[config.mk]
export PLATFORM = sky130hd
export DESIGN_NAME = contador_bcd_field_2dig
export DESIGN_NICKNAME = d
export VERILOG_FILES = /design/src/rtl/rtc_pkg.sv /design/src/rtl/contador_bcd_field_2dig_btn_repeat_tick.sv /design/src/rtl/contador_bcd_field_2dig.sv
export SDC_FILE = /design/constraint.sdc
export NUM_CORES = 1
export LEC_CHECK = 0
export ABC_CLOCK_PERIOD_IN_PS = 2600
export CAP_MARGIN = 0
export CORE_UTILIZATION = 50
export CTS_BUF_LIST = sky130_fd_sc_hd__clkbuf_8
export CTS_CLUSTER_DIAMETER = 50
export CTS_CLUSTER_SIZE = 30
export DETAILED_ROUTE_END_ITERATION = 10
export PLACE_DENSITY = 0.74
export SYNTH_ARGS = -nofsm -noshare
export SYNTH_HDL_FRONTEND = slang
export SYNTH_HIERARCHICAL = 1
export SYNTH_SLANG_ARGS = --single-unit
[constraint.sdc]
create_clock -name clk -period 2.6 [get_ports clk]
set_input_delay 0.39 -clock clk [delete_from_list [all_inputs] [get_ports clk]]
set_output_delay 0.39 -clock clk [all_outputs]
set_load 0.05 [all_outputs]
[src/rtl/rtc_pkg.sv]
// rtl/rtc_pkg.sv - shared RTC time-set constants, types and BCD helper
package rtc_pkg;

    localparam logic [3:0] FIELD_NONE  = 4'd0;
    localparam logic [3:0] FIELD_SEC   = 4'd1;
    localparam logic [3:0] FIELD_MIN   = 4'd2;
    localparam logic [3:0] FIELD_HOUR  = 4'd3;
    localparam logic [3:0] FIELD_DAY   = 4'd6;
    localparam logic [3:0] FIELD_MONTH = 4'd7;
    localparam logic [3:0] FIELD_YEAR  = 4'd8;

    localparam int TICK_DIV_DEFAULT = 26000000;

    typedef struct packed {
        logic [3:0] tens;
        logic [3:0] units;
    } bcd2_t;

    // Only 0..99 is ever presented, so the quotient always fits one BCD digit.
    function automatic bcd2_t bin2bcd(input logic [6:0] b);
        bcd2_t r;
        r.tens  = 4'(b / 7'd10);
        r.units = 4'(b % 7'd10);
        return r;
    endfunction

endpackage

[src/rtl/contador_bcd_field_2dig_btn_repeat_tick.sv]
// rtl/contador_bcd_field_2dig_btn_repeat_tick.sv - rising-edge step plus auto-repeat tick for one direction
module btn_repeat_tick #(
    parameter int TICK_DIV = 4
) (
    input  logic clk,
    input  logic reset,
    input  logic req,
    input  logic clr,
    output logic step
);

    localparam int CW = (TICK_DIV > 2) ? $clog2(TICK_DIV) : 1;
    localparam logic [CW-1:0] LAST = CW'(TICK_DIV - 1);

    logic          r_prev;
    logic [CW-1:0] r_cnt;
    logic          w_edge;
    logic          w_rep;

    assign w_edge = req & ~r_prev;
    assign w_rep  = req & r_prev & (r_cnt == LAST);
    assign step   = ~clr & (w_edge | w_rep);

    // The edge register follows req even under clr, so a dropped step still consumes its edge.
    always_ff @(posedge clk or posedge reset) begin
        if (reset) begin
            r_prev <= 1'b0;
            r_cnt  <= '0;
        end else begin
            r_prev <= req;
            if (!req || clr || w_edge || w_rep)
                r_cnt <= '0;
            else
                r_cnt <= r_cnt + CW'(1);
        end
    end

endmodule

[src/rtl/contador_bcd_field_2dig.sv]
// rtl/contador_bcd_field_2dig.sv - 2-digit BCD up/down time-set counter for one RTC field
module contador_bcd_field_2dig
    import rtc_pkg::*;
#(
    parameter int FIELD_ID    = 6,
    parameter int MIN_VAL     = 1,
    parameter int MAX_VAL     = 31,
    parameter int TICK_DIV    = TICK_DIV_DEFAULT,
    parameter int USE_DYN_MAX = 0
) (
    input  logic       clk,
    input  logic       reset,
    input  logic [3:0] en_count,
    input  logic       enUP,
    input  logic       enDOWN,
    input  logic       load,
    input  logic [3:0] load_digit1,
    input  logic [3:0] load_digit0,
    input  logic [6:0] dyn_max,
    output logic [3:0] digit1,
    output logic [3:0] digit0,
    output logic       wrap_up,
    output logic       wrap_down,
    output logic       load_err
);

    localparam int W = $clog2(MAX_VAL + 1);
    localparam logic [7:0] MIN8    = 8'(MIN_VAL);
    localparam logic [7:0] MIN8_P1 = 8'(MIN_VAL + 1);
    localparam logic [7:0] MAX8    = 8'(MAX_VAL);

    logic [W-1:0] r_value;
    logic         r_wrap_up;
    logic         r_wrap_down;
    logic         r_load_err;

    logic         w_sel;
    logic         w_req_up;
    logic         w_req_dn;
    logic         w_step_up;
    logic         w_step_dn;
    logic [7:0]   w_val8;
    logic [7:0]   w_dyn8;
    logic [7:0]   w_emax8;
    logic [7:0]   w_ld_val;
    logic         w_ld_ok;
    bcd2_t        w_bcd;

    assign w_sel    = (en_count == 4'(FIELD_ID));
    assign w_req_up = w_sel & enUP & ~enDOWN;
    assign w_req_dn = w_sel & enDOWN & ~enUP;

    btn_repeat_tick #(.TICK_DIV(TICK_DIV)) u_tick_up (
        .clk   (clk),
        .reset (reset),
        .req   (w_req_up),
        .clr   (load),
        .step  (w_step_up)
    );

    btn_repeat_tick #(.TICK_DIV(TICK_DIV)) u_tick_dn (
        .clk   (clk),
        .reset (reset),
        .req   (w_req_dn),
        .clr   (load),
        .step  (w_step_dn)
    );

    // Lower bounds are written as "x + 1 > MIN" so MIN_VAL = 0 needs no special case.
    assign w_val8  = 8'(r_value);
    assign w_dyn8  = {1'b0, dyn_max};
    assign w_emax8 = ((USE_DYN_MAX != 0) && (w_dyn8 + 8'd1 > MIN8) && (w_dyn8 <= MAX8))
                     ? w_dyn8 : MAX8;

    assign w_ld_val = 8'(load_digit1) * 8'd10 + 8'(load_digit0);
    assign w_ld_ok  = (load_digit1 <= 4'd9) && (load_digit0 <= 4'd9) &&
                      (w_ld_val + 8'd1 > MIN8) && (w_ld_val <= w_emax8);

    always_ff @(posedge clk or posedge reset) begin
        if (reset) begin
            r_value     <= W'(MIN_VAL);
            r_wrap_up   <= 1'b0;
            r_wrap_down <= 1'b0;
            r_load_err  <= 1'b0;
        end else begin
            r_wrap_up   <= 1'b0;
            r_wrap_down <= 1'b0;
            r_load_err  <= 1'b0;
            if (load) begin
                if (w_ld_ok)
                    r_value <= W'(w_ld_val);
                else
                    r_load_err <= 1'b1;
            end else if (w_step_up) begin
                if (w_val8 >= w_emax8) begin
                    r_value   <= W'(MIN_VAL);
                    r_wrap_up <= 1'b1;
                end else begin
                    r_value <= W'(w_val8 + 8'd1);
                end
            end else if (w_step_dn) begin
                if (w_val8 < MIN8_P1) begin
                    r_value     <= W'(w_emax8);
                    r_wrap_down <= 1'b1;
                end else begin
                    r_value <= W'(w_val8 - 8'd1);
                end
            end else if (w_val8 > w_emax8) begin
                r_value <= W'(w_emax8);
            end
        end
    end

    assign w_bcd     = bin2bcd(7'(r_value));
    assign digit1    = w_bcd.tens;
    assign digit0    = w_bcd.units;
    assign wrap_up   = r_wrap_up;
    assign wrap_down = r_wrap_down;
    assign load_err  = r_load_err;

endmodule

==> load_flow_metrics.sql, run 1 <==
INSERT INTO impl_metrics (metric_group, metric, value, unit) VALUES
('drt', 'routed_via_density', '5.709', ''),
('timing', 'finalMaxSlewViolations', '0', ''),
('pwr', 'vdd_ir_drop_max', '481.9', 'uV'),
('yosys', 'synth.ff_latch_count', '60', ''),
('drt', 'antenna_violating_nets_post_route', '0', ''),
('final_layout', 'fill_cells', '546', ''),
('clocking', 'htreeDepth', '3', ''),
('yosys', 'post_synth_num_cell_types', '58', ''),
('critical_path', 'cp_max_fo', '3', ''),
('pwr', 'p_leak', '2.048', 'nW'),
('clocking', 'cts.sinks', '60', ''),
('timing', 'final_period_minus_worst_setup_slack', '2903', 'ps'),
('timing', 'fmaxAchievable', '344.5', 'MHz'),
('global_route', 'grt_start_max_net_pins', '27', ''),
('yosys', 'synth-seq-area-share', '38.78', '%'),
('clocking', 'clk_transition_reported_paths', '60', 'ps'),
('drt', 'routed_wl', '9.851', 'mm'),
('clocking', 'cts_root_buffer', 'clkbuf_8', ''),
('timing', 'max-slew-margin-rel', '61.41', '%'),
('yosys', 'mapped_avg_cell_area', '9.161', 'um2'),
('pwr', 'finalPower', '0.003790', 'W'),
('global_route', 'antenna_found_initial', '0', ''),
('place', 'postPlaceCellArea', '0.004643', 'mm2'),
('pwr', 'seq_power_share', '26.1', '%'),
('timing', 'fin_crit_sh', '111.6', '%'),
('yosys', 'postSynth.asyncResetShare', '100.0', '%'),
('final_layout', 'syn_to_final_growth', '34.65', '%'),
('timing', 'final_critical_path_setup_slack', '-302.6', 'ps'),
('status', 'run_status', 'finished, violations left', ''),
('final_layout', 'final-instance-count-excl-fill', '609', ''),
('floorplan', 'row_count', '31', ''),
('floorplan', 'num_io_pins', '35', ''),
('timing', 'grt_setup_unrepaired', 'true', ''),
('critical_path', 'criticalPathCategory', 'register to output port', ''),
('yosys', 'synth.yosys.warnings', '6', ''),
('critical_path', 'req_time_crit_path', '2210', 'ps'),
('yosys', 'synth_flop_cell', 'dfrtp_1', ''),
('clocking', 'max_buffers_root_to_sink', '2', ''),
('yosys', 'synth_cell_area', '0.003875', 'mm2'),
('clocking', 'cts_tree', 'yes', ''),
('drt', 'detail_route.drc_violations', '0', ''),
('yosys', 'syn_inst', '423', ''),
('worst_hold_path', 'hold_path.class', 'primary input to asynchronous set/reset pin', ''),
('place', 'io_buffers', '25', ''),
('floorplan', 'core', '0.007370', 'mm2'),
('global_route', 'wire_length_of_the_first_global_routing_pass', '15.86', 'mm'),
('final_layout', 'antenna_cells_inserted', '0', ''),
('critical_path', 'arrival', '2510', 'ps'),
('pwr', 'switching_portion_of_total_power', '36.18', '%'),
('final_layout', 'final_area', '0.005218', 'mm2'),
('timing', 'setup_violations', '4', ''),
('floorplan', 'dieWidth', '90.04', 'um'),
('place', 'hpwl', '6.749', 'mm'),
('timing', 'finalHoldViolations', '0', ''),
('floorplan', 'start_util', '52.58', '%'),
('pwr', 'power_frac_comb', '49.5', '%'),
('drt', 'vias', '3477', ''),
('clocking', 'insertion_delay', '350', 'ps'),
('drt', 'average_wire_length_per_cell_after_detail_routing', '16.18', 'um'),
('place', 'globalplace.congestion', '0.8628', ''),
('critical_path', 'critPathCaptureType', 'output port', ''),
('yosys', 'synth_enable_flop_cells', '0', ''),
('pwr', 'power.share.clock', '24.4', '%'),
('job', 'max_cap_viol_count', '0', ''),
('critical_path', 'critical_path_source_type', 'register', ''),
('place', 'dp_slack', '-532.0', 'ps'),
('pwr', 'pwr_density_cell', '726.5', 'mW/mm2'),
('status', 'violations', 'negative setup slack', ''),
('clocking', 'numCtsBuffers', '9', ''),
('floorplan', 'floorplan.die_area', '0.008106', 'mm2'),
('drt', 'drt_iter0_drc', '215', ''),
('drt', 'drtPass1Iterations', '4', ''),
('global_route', 'total_overflow_reported_by_the_global_router', '0', ''),
('place', 'place.detailed.instances', '572', ''),
('global_route', 'grt.total_usage', '24.19', '%'),
('floorplan', 'die_h', '90.04', 'um'),
('pwr', 'p_sw', '0.001371', 'W'),
('final_layout', 'finish.net_count', '549', ''),
('global_route', 'first_global_vias', '3360', ''),
('final_layout', 'fraction_of_layout_cells_with_a_size_suffix_above_1', '29.80', '%'),
('timing', 'total_negative_slack_for_setup_checks', '-975.1', 'ps'),
('timing', 'final.setup_skew', '15.19', 'ps'),
('timing', 'timing_worst_slew_pin_value', '573.6', 'ps'),
('pwr', 'internal_power', '0.002419', 'W');
final cells by class:
type                       count  area (um2)  area share [%]
timing repair buffer          87       757.0           14.51
inverter                      22       82.58           1.583
sequential                    60        1503           28.80
multi-input combinational    325        2534           48.56
tap                           99       123.9           2.374
clock buffer                   9       123.9           2.374
clock inverter                 7       93.84           1.799
worst paths after layout:
path | from | end | slack [ps] | cells past startpoint
max | r_value[0]$_DFFE_PP1P_ | digit0[2] | -300 | 11
min | reset | load_err$_DFF_PP0_ | 410 | 2
max reg2reg | u_tick_up/r_cnt[0]$_DFF_PP0_ | r_value[4]$_DFFE_PP0P_ | 120 | 11
min reg2reg | u_tick_dn/r_cnt[0]$_DFF_PP0_ | u_tick_dn/r_cnt[0]$_DFF_PP0_ | 570 | 2
max in group asynchronous | reset | u_tick_dn/r_cnt[22]$_DFF_PP0_ | 1820 | 3
min in group clk | u_tick_dn/r_cnt[0]$_DFF_PP0_ | u_tick_dn/r_cnt[0]$_DFF_PP0_ | 570 | 2
layer usage:
layer	vias to the layer above	GRT usage, %	wire [um]
met1	1665	31.90	4361
li1	1681	-	-
met2	100	40.46	4815
met4	0	7.661	281
met5	-	0	0
met3	31	4.230	393
registers in the layout, indices dropped and copies added, names as in the netlist:
register	flops
load_err	1
r_value	5
u_tick_dn/r_cnt	25
u_tick_dn/r_prev	1
u_tick_up/r_cnt	25
u_tick_up/r_prev	1
wrap_down	1
wrap_up	1
metrics by stage:
stage | hold slack (ps) | utilization [%]
final | 413.8 | 70.80
after floorplan | 204.9 | -
after global routing | 437.6 | 70.80
after CTS | 409.5 | 68.27
after global placement | 535.7 | 63.01
after detailed placement | 553.5 | 63.01
cell families (layout without fill, tap and decap cells):
| kind of cell | Yosys count | count (layout) | share of synthesized area (%) |
|---|---|---|---|
| simple gates | 184 | 184 | 26.83 |
| fa+ha+maj | 20 | 20 | 6.845 |
| flops | 60 | 60 | 38.78 |
| xor+xnor | 34 | 34 | 7.685 |
| other cells | 1 | 2 | 0.09678 |
| buf+inv | 39 | 125 | 4.521 |
| compound gates | 80 | 80 | 13.56 |
| mux | 5 | 5 | 1.679 |
synthesized netlist by cell type (3+ instances only):
master / count / share of area [%]
o21ai_0: 19 / 2.5
and3_1: 4 / 0.65
nand3_1: 19 / 2.5
buf_4: 3 / 0.58
a21oi_1: 28 / 3.6
or4_1: 8 / 1.5
nor3_1: 10 / 1.3
xor2_1: 4 / 0.90
mux2_4: 3 / 1.2
nor4b_1: 3 / 0.68
buf_2: 14 / 1.8
ha_1: 18 / 5.8
inv_1: 22 / 2.1
nand3b_1: 3 / 0.58
o31ai_1: 4 / 0.77
nand2_1: 25 / 2.4
a21oi_2: 3 / 0.68
nor2_1: 48 / 4.6
nand4b_1: 4 / 0.90
dfrtp_1: 59 / 38
or3_1: 14 / 2.3
xnor2_1: 30 / 6.8
a31o_2: 3 / 0.68
nor4_1: 8 / 1.3
nor2b_1: 6 / 0.97
nand4_1: 16 / 2.6
placed cells by master (no fill, tap or decap), types with 5 or more instances in the layout:
cell type         n
a21oi_1          23
a21oi_2           6
buf_12            5
buf_4            57
buf_6             5
clkbuf_8          9
clkdlybuf4s50_1   9
dfrtp_1          59
ha_1              9
ha_4              5
inv_1            21
nand2_1          23
nand3_1          18
nand4_1          16
nor2_1           44
nor3_1            9
nor4_1            8
o21ai_0          15
o21ai_1           5
or3_1            14
or4_1             6
xnor2_1          28
repair_timing:
action                                  4_1_cts  5_1_grt
setup buffers                                14        7
endpoints found under the setup margin        8        9
pin swaps                                    20       31
hold buffers                                  0        0
gates resized for setup                      33       41
critical path: stages, from the launching register on:
cell      delay [ps]
dfstp_2          530
inv_2             50
ha_4             150
nor2b_4          120
nand2_2           70
a21oi_4           60
ha_4             160
nor2b_4          120
a2111o_1         380
nand3_4          110
mux2i_4          260
buf_12           160
power by group through the flow:
stage | clock (W) | sequential, W | combinational, W
detailed placement | 0 | 0.00101 | 0.00161
finish | 0.000925 | 0.000990 | 0.00187
global route | 0.000987 | 0.000991 | 0.00197
floorplan | 0 | 0.00103 | 0.000958
global placement | 0 | 0.00101 | 0.00159
CTS | 0.000942 | 0.000988 | 0.00172
Note: power is estimated with default switching activity, not from simulation.
==> run 2, diff against run 1 <==
--- a/config.mk
+++ b/config.mk
@@ -7,12 +7,14 @@
 export LEC_CHECK = 0
 export ABC_CLOCK_PERIOD_IN_PS = 2600
 export CAP_MARGIN = 0
-export CORE_UTILIZATION = 50
+export CELL_PAD_IN_SITES_DETAIL_PLACEMENT = 1
+export CELL_PAD_IN_SITES_GLOBAL_PLACEMENT = 1
+export CORE_UTILIZATION = 42
 export CTS_BUF_LIST = sky130_fd_sc_hd__clkbuf_8
 export CTS_CLUSTER_DIAMETER = 50
 export CTS_CLUSTER_SIZE = 30
 export DETAILED_ROUTE_END_ITERATION = 10
-export PLACE_DENSITY = 0.74
+export PLACE_DENSITY_LB_ADDON = 0.1
 export SYNTH_ARGS = -nofsm -noshare
 export SYNTH_HDL_FRONTEND = slang
 export SYNTH_HIERARCHICAL = 1
==> load_flow_metrics.sql, run 2 (synthesis gave the netlist of run 1 again) <==
INSERT INTO impl_metrics (metric_group, metric, value, unit) VALUES
('status', 'run_status', 'finished, violations left', ''),
('status', 'violations', 'design-rule violations, negative setup slack', ''),
('pwr', 'vdd_ir_drop_max', '521.7', 'uV'),
('global_route', 'grt_most_used_layer', 'met2', ''),
('global_route', 'total_overflow_reported_by_the_global_router', '0', ''),
('place', 'place.detailed.instances', '585', ''),
('critical_path', 'criticalPathCategory', 'register to output port', ''),
('critical_path', 'critical_path_source_type', 'register', ''),
('final_layout', 'layout.cells.most_common_list', '59 x dfrtp_1, 59 x buf_4, 43 x nor2_1', ''),
('clocking', 'numCtsBuffers', '9', ''),
('final_layout', 'fin_util', '59.18', '%'),
('worst_hold_path', 'hold_path.class', 'primary input to asynchronous set/reset pin', ''),
('timing', 'finalHoldViolations', '0', ''),
('global_route', 'grtUsageMet3', '5.512', '%'),
('critical_path', 'req_time_crit_path', '2210', 'ps'),
('drt', 'drt_iter0_drc', '105', ''),
('global_route', 'grt.met1_usage', '29.85', '%'),
('drt', 'average_wire_length_per_cell_after_detail_routing', '17.29', 'um'),
('job', 'max_cap_viol_count', '0', ''),
('floorplan', 'row_count', '34', ''),
('floorplan', 'start_util', '44.00', '%'),
('clocking', 'cts_tree', 'yes', ''),
('place', 'globalplace.congestion', '0.7955', ''),
('final_layout', 'final-instance-count-excl-fill', '621', ''),
('final_layout', 'antenna_cells_inserted', '0', ''),
('timing', 'final.setup_skew', '9.500', 'ps'),
('floorplan', 'die_h', '98.05', 'um'),
('global_route', 'first_global_vias', '3710', ''),
('timing', 'finalMaxSlewViolations', '0', ''),
('timing', 'fmaxAchievable', '340.0', 'MHz'),
('pwr', 'p_leak', '2.064', 'nW'),
('place', 'io_buffers', '25', ''),
('global_route', 'grt_util_met2', '42.58', '%'),
('critical_path', 'arrival', '2550', 'ps'),
('place', 'dp_slack', '-603.0', 'ps'),
('critical_path', 'path_cells', 'nor2_4 -> inv_2 -> ha_4 -> nor2b_4 -> a21oi_2 -> ha_2 -> buf_6 -> a2111o_1 -> nand3_4 -> mux2i_4 -> buf_12', ''),
('place', 'hpwl', '7.711', 'mm'),
('clocking', 'max_buffers_root_to_sink', '2', ''),
('clocking', 'cts_root_buffer', 'clkbuf_8', ''),
('floorplan', 'core', '0.008806', 'mm2'),
('place', 'postPlaceCellArea', '0.004697', 'mm2'),
('final_layout', 'fraction_of_layout_cells_with_a_size_suffix_above_1', '28.85', '%'),
('clocking', 'clk_transition_reported_paths', '70', 'ps'),
('final_layout', 'biggestRegsByFlops', 'u_tick_dn/r_cnt x25, u_tick_up/r_cnt x25, r_value x5', ''),
('drt', 'routed_wl', '10.74', 'mm'),
('global_route', 'grt.total_usage', '23.94', '%'),
('drt', 'routed_via_density', '5.660', ''),
('drt', 'detail_route.drc_violations', '1', ''),
('global_route', 'grt_start_max_net_pins', '27', ''),
('timing', 'max-slew-margin-rel', '60.08', '%'),
('floorplan', 'floorplan.die_area', '0.009614', 'mm2'),
('final_layout', 'fill_cells', '1000', ''),
('clocking', 'insertion_delay', '350', 'ps'),
('critical_path', 'critPathCaptureType', 'output port', ''),
('final_layout', 'syn_to_final_growth', '34.49', '%'),
('floorplan', 'dieWidth', '98.05', 'um'),
('critical_path', 'cp_max_fo', '5', ''),
('timing', 'fin_crit_sh', '113.1', '%'),
('global_route', 'antenna_found_initial', '0', ''),
('critical_path', 'cpPeakStageDelay', '420', 'ps'),
('drt', 'antenna_violating_nets_post_route', '0', ''),
('floorplan', 'num_io_pins', '35', ''),
('clocking', 'htreeDepth', '3', ''),
('pwr', 'pwr_density_cell', '726.7', 'mW/mm2'),
('timing', 'grt_setup_unrepaired', 'true', ''),
('timing', 'timing_worst_slew_pin_value', '593.4', 'ps'),
('critical_path', 'worst_path_max_delay_cell', 'dfrtp_1', ''),
('global_route', 'wire_length_of_the_first_global_routing_pass', '18.30', 'mm'),
('final_layout', 'final_area', '0.005211', 'mm2'),
('drt', 'vias', '3515', ''),
('timing', 'final_critical_path_setup_slack', '-341.3', 'ps'),
('timing', 'setup_violations', '4', ''),
('clocking', 'cts.sinks', '60', ''),
('drt', 'drtPass1Iterations', '7', ''),
('timing', 'final_period_minus_worst_setup_slack', '2941', 'ps'),
('final_layout', 'finish.net_count', '552', '');
-- run 2: cell count changes in the layout (fill, tap and decap cells not counted), moves of 3 or more --
cell | previous run | this run
clkinv_4 | 3 | 0
clkinv_2 | 0 | 3
ha_1 | 9 | 12
clkbuf_2 | 4 | 0
a21oi_1 | 23 | 26
ha_4 | 5 | 2
-- run 2: worst paths after layout --
| path | start | end | slack, ps | cells after the start |
|---|---|---|---|---|
| min in group clk | en_count[0] | u_tick_up/r_prev$_DFF_PP0_ | 510 | 4 |
| max reg2reg | u_tick_up/r_cnt[0]$_DFF_PP0_ | r_value[4]$_DFFE_PP0P_ | 90 | 10 |
| max in group asynchronous | reset | u_tick_dn/r_cnt[24]$_DFF_PP0_ | 1570 | 3 |
| min reg2reg | u_tick_up/r_cnt[24]$_DFF_PP0_ | u_tick_up/r_cnt[24]$_DFF_PP0_ | 550 | 2 |
| min | reset | wrap_up$_DFF_PP0_ | 410 | 2 |
| max | r_value[3]$_DFFE_PP0P_ | digit0[2] | -340 | 11 |
-- run 2: critical path, delay by kind of cell (launching register included) --
| kind | cells | cell delay, ps |
|---|---|---|
| multiplexers | 1 | 250 |
| buffers and inverters | 3 | 330 |
| AND/OR/NAND/NOR | 3 | 370 |
| adder cells (fa/ha/maj) | 2 | 370 |
| AO/OA/AOI/OAI | 2 | 460 |
| flip-flops | 1 | 420 |
-- run 2: repair_timing --
item,CTS,global route
pin swaps,20,21
buffers inserted,12,9
endpoints found under the setup margin,8,9
gates resized for setup,44,17
hold buffers,0,0
-- run 2: cell type report --
type | instances | area (um2) | area share (%)
inverters | 22 | 82.58 | 1.585
repair buffers | 90 | 813.3 | 15.61
clock inverters | 6 | 78.83 | 1.513
well taps | 108 | 135.1 | 2.593
clock buffers | 10 | 137.6 | 2.641
multi-input cells | 325 | 2461 | 47.23
flip-flops and latches | 60 | 1503 | 28.84
-- run 2: where the power goes --
group | switching (W) | internal [W] | total [W]
Sequential | 0.0000298 | 0.000963 | 0.000993
Combinational | 0.000929 | 0.000927 | 0.00186
Clock | 0.000380 | 0.000557 | 0.000938
-- run 2: per-stage QoR --
stage | total power, W | TNS (ps) | hold WS (ps)
after global placement | 0.002590 | -2875 | 534.7
after detailed placement | 0.002631 | -3968 | 551.1
after global routing | 0.003968 | -1545 | 427.4
final | 0.003787 | -1040 | 412.6
after CTS | 0.003730 | -1010 | 404.8
after floorplan | 0.001984 | -330.0 | 204.9
-- run 2: layer usage --
layer / vias to the layer above / share of wire, %
li1: 1700 / -
met1: 1764 / 45
met2: 39 / 52
met3: 12 / 2.3
met4: 0 / 0.95
met5: - / 0
